**config.mk**
```make
export PLATFORM = sky130hd
export DESIGN_NAME = dino_motion_ctrl
export DESIGN_NICKNAME = d
export VERILOG_FILES = /design/src/rtl/dino_motion_ctrl.sv
export SDC_FILE = /design/constraint.sdc
export NUM_CORES = 1
export LEC_CHECK = 0
export ABC_AREA = 1
export ABC_CLOCK_PERIOD_IN_PS = 3400
export BUFFER_PORTS_ARGS = -buffer_cell sky130_fd_sc_hd__buf_2
export CAP_MARGIN = 5
export CORE_MARGIN = 1.5
export CORE_UTILIZATION = 40
export DETAILED_ROUTE_END_ITERATION = 16
export GPL_TIMING_DRIVEN = 0
export PLACE_DENSITY = 0.71
export SETUP_SLACK_MARGIN = 0.05
export SLEW_MARGIN = 15
export SYNTH_ARGS = -nofsm -noshare
export SYNTH_HDL_FRONTEND = slang
export SYNTH_SLANG_ARGS = --single-unit
```
**constraint.sdc**
```tcl
create_clock -name clk -period 3.4 [get_ports clk]
set_input_delay 0.51 -clock clk [delete_from_list [all_inputs] [get_ports clk]]
set_output_delay 0.51 -clock clk [all_outputs]
set_load 0.1 [all_outputs]
```
**src/rtl/dino_motion_ctrl.sv**
```systemverilog
// dino_motion_ctrl: per-frame jump/fall/duck motion engine feeding dino position to the VGA controller
module dino_motion_ctrl #(
    parameter int DINO_X   = 40,
    parameter int GROUND_Y = 275,
    parameter int MIN_Y    = 0,
    parameter int JUMP_V   = 12,
    parameter int GRAVITY  = 1,
    parameter int FASTFALL = 2
) (
    input  logic        clk,
    input  logic        reset,
    input  logic        frame_tick,
    input  logic        up,
    input  logic        down,
    output logic [31:0] dino_x,
    output logic [31:0] dino_y,
    output logic        airborne,
    output logic        ducking,
    output logic        landed
);
    typedef enum logic [1:0] {GROUND, DUCK, RISE, FALL} state_t;

    localparam logic signed [11:0] GND_S    = 12'(GROUND_Y);
    localparam logic signed [11:0] MIN_S    = 12'(MIN_Y);
    localparam logic        [9:0]  GND_Y10  = 10'(GROUND_Y);
    localparam logic        [9:0]  MIN_Y10  = 10'(MIN_Y);
    localparam logic        [9:0]  JUMP_Y10 = 10'(GROUND_Y - JUMP_V);
    localparam logic signed [7:0]  GRAV_V   = 8'(GRAVITY);
    localparam logic signed [7:0]  FF_V     = 8'(FASTFALL);
    localparam logic signed [7:0]  LAUNCH_V = 8'(GRAVITY - JUMP_V);

    state_t             state;
    logic        [9:0]  y;
    logic signed [7:0]  vel;
    logic signed [7:0]  nv;
    logic signed [11:0] ny;
    logic               up_m, up_s, down_m, down_s, ft_d, jump_pend;
    logic               frame_pulse;

    assign frame_pulse = frame_tick & ~ft_d;
    assign ny          = $signed({2'b00, y}) + $signed({{4{vel[7]}}, vel});
    assign nv          = vel + GRAV_V + (down_s ? FF_V : 8'sd0);
    assign dino_x      = 32'(DINO_X);
    assign dino_y      = {22'b0, y};

    // button synchronisers, frame edge detect and the latched jump request
    always_ff @(posedge clk or posedge reset) begin
        if (reset) begin
            {up_m, up_s, down_m, down_s, ft_d, jump_pend} <= '0;
        end else begin
            up_m      <= up;
            up_s      <= up_m;
            down_m    <= down;
            down_s    <= down_m;
            ft_d      <= frame_tick;
            jump_pend <= frame_pulse ? 1'b0 : (jump_pend | up_s);
        end
    end

    // motion state machine, stepped once per frame, with registered status flags
    always_ff @(posedge clk or posedge reset) begin
        if (reset) begin
            state    <= GROUND;
            y        <= GND_Y10;
            vel      <= '0;
            airborne <= 1'b0;
            ducking  <= 1'b0;
            landed   <= 1'b0;
        end else begin
            landed <= 1'b0;
            if (frame_pulse) begin
                case (state)
                    GROUND, DUCK: begin
                        if (jump_pend) begin
                            state    <= RISE;
                            y        <= JUMP_Y10;
                            vel      <= LAUNCH_V;
                            airborne <= 1'b1;
                            ducking  <= 1'b0;
                        end else begin
                            state   <= down_s ? DUCK : GROUND;
                            ducking <= down_s;
                        end
                    end
                    RISE: begin
                        if (ny < MIN_S) begin
                            y     <= MIN_Y10;
                            vel   <= '0;
                            state <= FALL;
                        end else begin
                            y   <= ny[9:0];
                            vel <= nv;
                            if (!nv[7]) state <= FALL;
                        end
                    end
                    default: begin
                        if (ny >= GND_S) begin
                            y        <= GND_Y10;
                            vel      <= '0;
                            landed   <= 1'b1;
                            airborne <= 1'b0;
                            ducking  <= down_s;
                            state    <= down_s ? DUCK : GROUND;
                        end else begin
                            y   <= ny[9:0];
                            vel <= nv;
                        end
                    end
                endcase
            end
        end
    end
endmodule

```
==> summary.txt, run 1 <==
Worst setup path
  – Critical Path Slowest Stage Cell: dfstp_2
  – Critical path endpoint category: flip-flop
  – Crit path required time: between 3 and 4 ns
  – CP peak stage delay: around 0.54 ns
  – Worst EP arrival: 2.75 ns
  – Setup CP Type: flip-flop to flip-flop
  – Crit-path cells: ha_1 > inv_1 > fa_1 > inv_1 > nand2_1 > a21oi_1 > nand3_1 > nand2_1 > nand4_1 > nand2_2 > nand3_4 > nand2_8 > nand2_8 > o21ai_1 > nand2_1
  – Worst setup SP type: flip-flop
  – Most frequent CP cell: nand2_1
  – Worst-path fanout max: 8

Cells and area
  – Fillcell total: 630
  – Area Growth Syn to Fin: 19.06%
  – Layout cells sized above 1: 0.2804
  – Fin nets: ~450
  – Core Util, Final: 0.4915
  – ANT cells: 0

Global routing
  – Global-route wire length before repair: 8.866 mm
  – GRT Util Overall: 0.1559
  – Vias in the first global route: 1983
  – Largest net degree at the start of global routing: 30
  – Global route overflow: 0
  – Initial antenna violation count: 0

Routing
  – DRC viols: 0
  – Vias/cell: around 4.3
  – Via count: 2195
  – Final wirelength: 5.243 mm
  – TritonRoute pass-1 iters: 4
  – Detail Route Antenna Nets: 0
  – WL/cell: between 10 and 15 um
  – Iter 0 DRT Violations: 85

Clock network
  – CTS Sinks: 29
  – CTS tree: yes
  – Reg clk slew, reported paths: around 0.07 ns
  – Root Buffer: clkbuf_8
  – Post-cts hold buffer count: 0
  – Worst skew pair latency: 0.29 ns
  – Post-CTS Resized: 0
  – CTS Buffer Depth: 2
  – H-tree Lvls: 2
  – Postcts setup bufs: 0
  – CTS Buf Count: 5

STA
  – Max Slew Vio Count: 0
  – TNS Setup: 0 ns
  – Final worst-path cycle share: 0.7422
  – Final clock skew: 0.005342 ns
  – Fin. Hold Viols: 0
  – Relative slew slack: 0.5812
  – Max Freq: ~0.40 GHz
  – Final setup vio count: 0
  – RSZ-0062 raised after global routing: false
  – Crit path time final: roughly 2.5 ns
  – Slew @ Worst Pin: 0.6273 ns

Floorplanning
  – Initial cell density of the core: 0.4128
  – Die width: roughly 84 um
  – Top Ports: 72
  – Die height: ~84 um
  – Cell row count: 29
  – Die area: roughly 0.0070 mm^2
  – Core Footprint: 0.006314 mm^2

Synth
  – Ranking of synthesized cells by area: dfrtp_1 24%, buf_4 16%, nand2_1 11%, ha_1 5.8%, inv_1 5.0%
  – Cell area after synthesis: around 0.0026 mm^2
  – Ys flop type: dfrtp_1
  – Syn. warnings: 0
  – Commonest cells post-synth: 77 x nand2_1, 55 x buf_4, 35 x inv_1, 30 x nor2_1, 25 x dfrtp_1
  – Post-synth cell types: 36
  – Post-synth ARST share: 1.000
  – Yosys top cell by area: dfrtp_1
  – Post-Syn Area per Cell: 7.425 um^2
  – Most common cell in the netlist: nand2_1
  – Number of synthesized flops with an enable pin: 0
  – Seq cells post-synth: 29
  – Synth top area share: 0.2400
  – Register area share after synthesis: 0.2804
  – Mapped Cells: 351

Place
  – Routability cong.: 0.8992
  – Input/output buffers: 17
  – DP HPWL: slightly above 4 mm

Min path
  – Hold crit path type: primary input to asynchronous set/reset pin

Run status
  – Status: finished, final reports clean

Run
  – Max-cap viol count: 0
## worst max-delay path, delay by kind of cell, from the launching register on
family / cells / cell delay (ns)
flip-flops: 1 / 0.54
adder cells (fa/ha/maj): 2 / 0.58
AND/OR/NAND/NOR: 9 / 0.85
AO/OA/AOI/OAI: 2 / 0.31
buffers and inverters: 2 / 0.19
## sequential cells by signal (all words and copies together) (netlist names)
register,cells
y,10
down_m,1
state,2
jump_pend,1
vel,8
ft_d,1
down_s,1
airborne,1
up_s,1
ducking,1
up_m,1
landed,1
## area by class of cell
class	count	area, um^2	area share
buffer	59	431.7	0.1391
clock buffer	6	82.58	0.02661
clock inverter	2	37.54	0.01210
inverter	38	142.6	0.04597
multi-input combinational	277	1496	0.4823
sequential	29	730.7	0.2355
tap	77	96.34	0.03105
timing repair buffer	17	85.08	0.02742
## metrics by stage
step	instance area, um^2	std cells	hold slack (ns)	setup WS (ns)
after global placement	2983	497	0.3330	0.8786
after floorplan	2801	403	0.3312	0.7255
final	3103	505	0.2910	0.8764
after global routing	3103	505	0.3086	0.6627
after CTS	3103	505	0.3162	0.8418
after detailed placement	2983	497	0.3365	0.8469
## worst paths after layout
path                       cells past startpoint            endpoint  slack [ns]             start
setup reg to reg                              15    y[8]$_DFFE_PP1P_        0.88  y[0]$_DFFE_PP1P_
hold / removal                                 2  vel[5]$_DFFE_PP0P_        0.29             reset
min in group clk                               1    down_m$_DFF_PP0_        0.32              down
setup / recovery                              15    y[8]$_DFFE_PP1P_        0.88  y[0]$_DFFE_PP1P_
max in group asynchronous                      2    landed$_DFF_PP0_        2.70             reset
hold reg to reg                                0    down_s$_DFF_PP0_        0.34  down_m$_DFF_PP0_
## per-layer routing
| metal | part of all wire | vias to the layer above | track usage |
|---|---|---|---|
| met3 | 0.064 | 9 | 0.03561 |
| met2 | 0.49 | 67 | 0.2581 |
| met1 | 0.43 | 951 | 0.1934 |
| met5 | 0 | - | 0 |
| met4 | 0.017 | 0 | 0.07004 |
| li1 | - | 1168 | - |
## cells by family (layout without fill, tap and decap cells)
| kind of cell | after synthesis | count (layout) | synth area share |
|---|---|---|---|
| AND/OR/NAND/NOR | 164 | 164 | 0.3116 |
| buffers and inverters | 97 | 122 | 0.2204 |
| AO/OA/AOI/OAI | 41 | 41 | 0.09842 |
| flip-flops | 29 | 29 | 0.2804 |
| adder cells (fa/ha/maj) | 14 | 14 | 0.07297 |
| XOR/XNOR | 4 | 4 | 0.01344 |
| other | 2 | 54 | 0.002882 |
## placed cells by master, fill, tap and decap left out
master and instances:
nand3_2 3, nand2_8 3, inv_1 34, a21oi_1 18, ha_1 12, nor3_1 1, o21ai_0 4, a21oi_2 2
nor2_1 30, clkinvlp_4 1, a211oi_1 3, a21boi_0 1, a311oi_1 3, clkinv_1 2, dfstp_2 4, clkbuf_8 6
clkbuf_1 1, nand4_1 3, o21ai_2 4, xnor2_1 2, nand3b_1 4, nand3_4 1, nand2_1 77, nand3_1 23
buf_2 20, dfrtp_1 25, buf_4 55, xor2_1 2, nand2_4 2, and2_1 1, o21ai_1 3, conb_1 54
o21bai_1 3, nand2_2 12, bufinv_16 1, inv_2 2, fa_1 2, nand3b_2 1, nor2_2 3
Power of run 1 is left out: the tool's default activity adds up to more than one toggle a clock period on the data nets, which glitch-free logic cannot reach.
==> inputs of run 2 (changes only) <==
ABC_CLOCK_PERIOD_IN_PS = 2100   (was 3400)
PLACE_DENSITY = 0.73   (was 0.71)
clock period = 2.1 ns   (was 3.4 ns; I/O delays follow)
==> run 2 against run 1 <==
Net effect:
- the flow now finishes with violations (negative setup slack)
- die area did not move
- maximum frequency rose by 3.0%
- design area rose by 4.4%
- utilization rose by 2.2 points
- register-to-register slack got worse by 1.2 ns
- hold slack got worse by 0.19 ns
==> summary.txt, run 2 (synthesis results as in run 1) <==
STA
  – Final clock skew: ~0.0089 ns
  – Final setup margin: -0.3510 ns
  – RSZ-0062 raised after global routing: true
  – Slew @ Worst Pin: between 0.5 and 0.6 ns
  – Final setup vio count: 23
  – Max Slew Vio Count: 0
  – Crit path time final: 2.451 ns
  – Max Freq: 0.4080 GHz
  – Fin. Hold Viols: 0
  – Relative slew slack: 0.6022
  – Final worst-path cycle share: 1.167

Global routing
  – Initial antenna violation count: 0
  – Global-route wire length before repair: 9.101 mm
  – Vias in the first global route: 2106
  – Global route overflow: 0
  – GRT Util Overall: 0.1583
  – Largest net degree at the start of global routing: 30

Run
  – Max-cap viol count: 0

Worst setup path
  – Most frequent CP cell: nand2_1
  – CP bufs+invs: 1
  – Setup CP Type: flip-flop to flip-flop
  – Crit-path cells: ha_1 > nand2_1 > nand2_1 > a21oi_4 > nand2_2 > nand2_2 > nand3b_2 > nand2_4 > buf_4 > nand2_1 > a21oi_1 > o21ai_4 > nand2_1
  – Crit path required time: 2.33 ns
  – Critical path endpoint category: flip-flop
  – Worst EP arrival: about 2.7 ns
  – CP top delay family: simple AND/OR/NAND/NOR gates
  – Critical Path Slowest Stage Cell: dfstp_4
  – CP peak stage delay: about 0.63 ns
  – Worst setup SP type: flip-flop
  – Worst-path fanout max: 10

Cells and area
  – Most common cell after layout, fill and taps aside: nand2_1
  – Number of flip-flops in the largest register: 10
  – Area Growth Syn to Fin: 24.34%
  – Most frequent cells in the layout: 70 x nand2_1, 60 x buf_4, 54 x conb_1, 32 x inv_1, 30 x nor2_1
  – Fin nets: 451
  – Layout cells sized above 1: 0.3395
  – Finished Cell Area: 0.003241 mm^2
  – Top Registers: y x10, vel x8, state x2
  – ANT cells: 0
  – Top reg by flops: y

Routing
  – Final wirelength: 5.507 mm
  – Via count: 2270
  – Detail Route Antenna Nets: 0
  – WL/cell: 10.80 um
  – Vias/cell: 4.451
  – DRC viols: 0
  – TritonRoute pass-1 iters: 4
  – Iter 0 DRT Violations: 65

Place
  – Routability cong.: about 0.88
  – Input/output buffers: 17
  – DP HPWL: 4.270 mm
  – Area after DPL: 0.003015 mm^2

Min path
  – Hold crit path type: primary input to asynchronous set/reset pin

Clock network
  – Root Buffer: clkbuf_8
  – Post-cts hold buffer count: 0
  – CTS tree: yes
  – CTS Buffer Depth: 2
  – CTS Sinks: 29
  – H-tree Lvls: 2
  – CTS Buf Count: 5
  – Worst skew pair latency: roughly 0.28 ns
  – Reg clk slew, reported paths: 0.07 ns

Run status
  – Status: finished, violations left
  – Failing checks: negative setup slack

Floorplanning
  – Die height: 83.72 um
  – Initial cell density of the core: 0.4128
  – Top Ports: 72
  – Core Footprint: 0.006314 mm^2
  – Cell row count: 29
  – Die area: 0.007009 mm^2
  – Die width: 83.72 um
[run 2: cell types whose count changed in the layout (fill, tap and decap cells not counted), moves of 3 or more]
cell	previous run	this run
buf_4	55	60
nand2_2	12	19
dfstp_4	0	3
dfrtp_1	25	20
nand2_1	77	70
dfrtp_2	0	5
dfstp_2	4	1
[run 2: cell type report]
| cell class | instances | area, um^2 |
|---|---|---|
| buffer | 59 | 431.7 |
| inverter | 38 | 142.6 |
| timing repair buffer | 22 | 122.6 |
| clock inverter | 1 | 30.03 |
| fill | 612 | 3073 |
| clock buffer | 7 | 86.33 |
| multi-input combinational | 277 | 1583 |
| tap | 77 | 96.34 |
| sequential | 29 | 748.2 |
[run 2: routing by layer]
| metal | vias to the layer above | global-route usage | share of wire |
|---|---|---|---|
| met1 | 1006 | 0.1792 | 0.42 |
| li1 | 1177 | - | - |
| met4 | 0 | 0.07004 | 0.019 |
| met2 | 75 | 0.2940 | 0.51 |
| met3 | 12 | 0.02077 | 0.049 |
| met5 | - | 0 | 0 |
[run 2: worst paths after layout]
check	startpoint	to	slack, ns	cells past startpoint
max in group asynchronous	reset	y[2]$_DFFE_PP0P_	1.57	2
worst min register to register	down_m$_DFF_PP0_	down_s$_DFF_PP0_	0.35	0
worst min-delay path	reset	vel[1]$_DFFE_PP0P_	0.1	2
worst max-delay path	y[4]$_DFFE_PP1P_	y[1]$_DFFE_PP1P_	-0.35	13
worst max register to register	y[4]$_DFFE_PP1P_	y[1]$_DFFE_PP1P_	-0.35	13
min in group clk	up	up_m$_DFF_PP0_	0.14	1
[run 2: worst register-to-register path, cell delays in order (launching register included)]
cell	delay [ns]
dfstp_4	0.63
ha_1	0.28
nand2_1	0.08
nand2_1	0.10
a21oi_4	0.19
nand2_2	0.08
nand2_2	0.09
nand3b_2	0.13
nand2_4	0.16
buf_4	0.21
nand2_1	0.08
a21oi_1	0.21
o21ai_4	0.08
nand2_1	0.07
[run 2: per-stage QoR]
| step | std cells | setup slack (ns) | TNS [ns] | hold WS, ns | util |
|---|---|---|---|---|---|
| after global routing | 510 | -0.4936 | -10.13 | 0.1368 | 0.5133 |
| after global placement | 497 | -0.3616 | -6.559 | 0.3325 | 0.4776 |
| after floorplan | 403 | -0.3978 | -7.903 | 0.3312 | - |
| after detailed placement | 497 | -0.3791 | -6.700 | 0.3372 | 0.4776 |
| after CTS | 507 | -0.3501 | -6.652 | 0.1331 | 0.5032 |
| final | 510 | -0.3510 | -6.676 | 0.09886 | 0.5133 |
[run 2: repair_timing]
item	4_1_cts	5_1_grt
endpoints found under the setup margin	23	23
resized for setup	10	9
setup buffers	2	3
pin swaps	0	4
Power of run 2 is left out for the same reason.
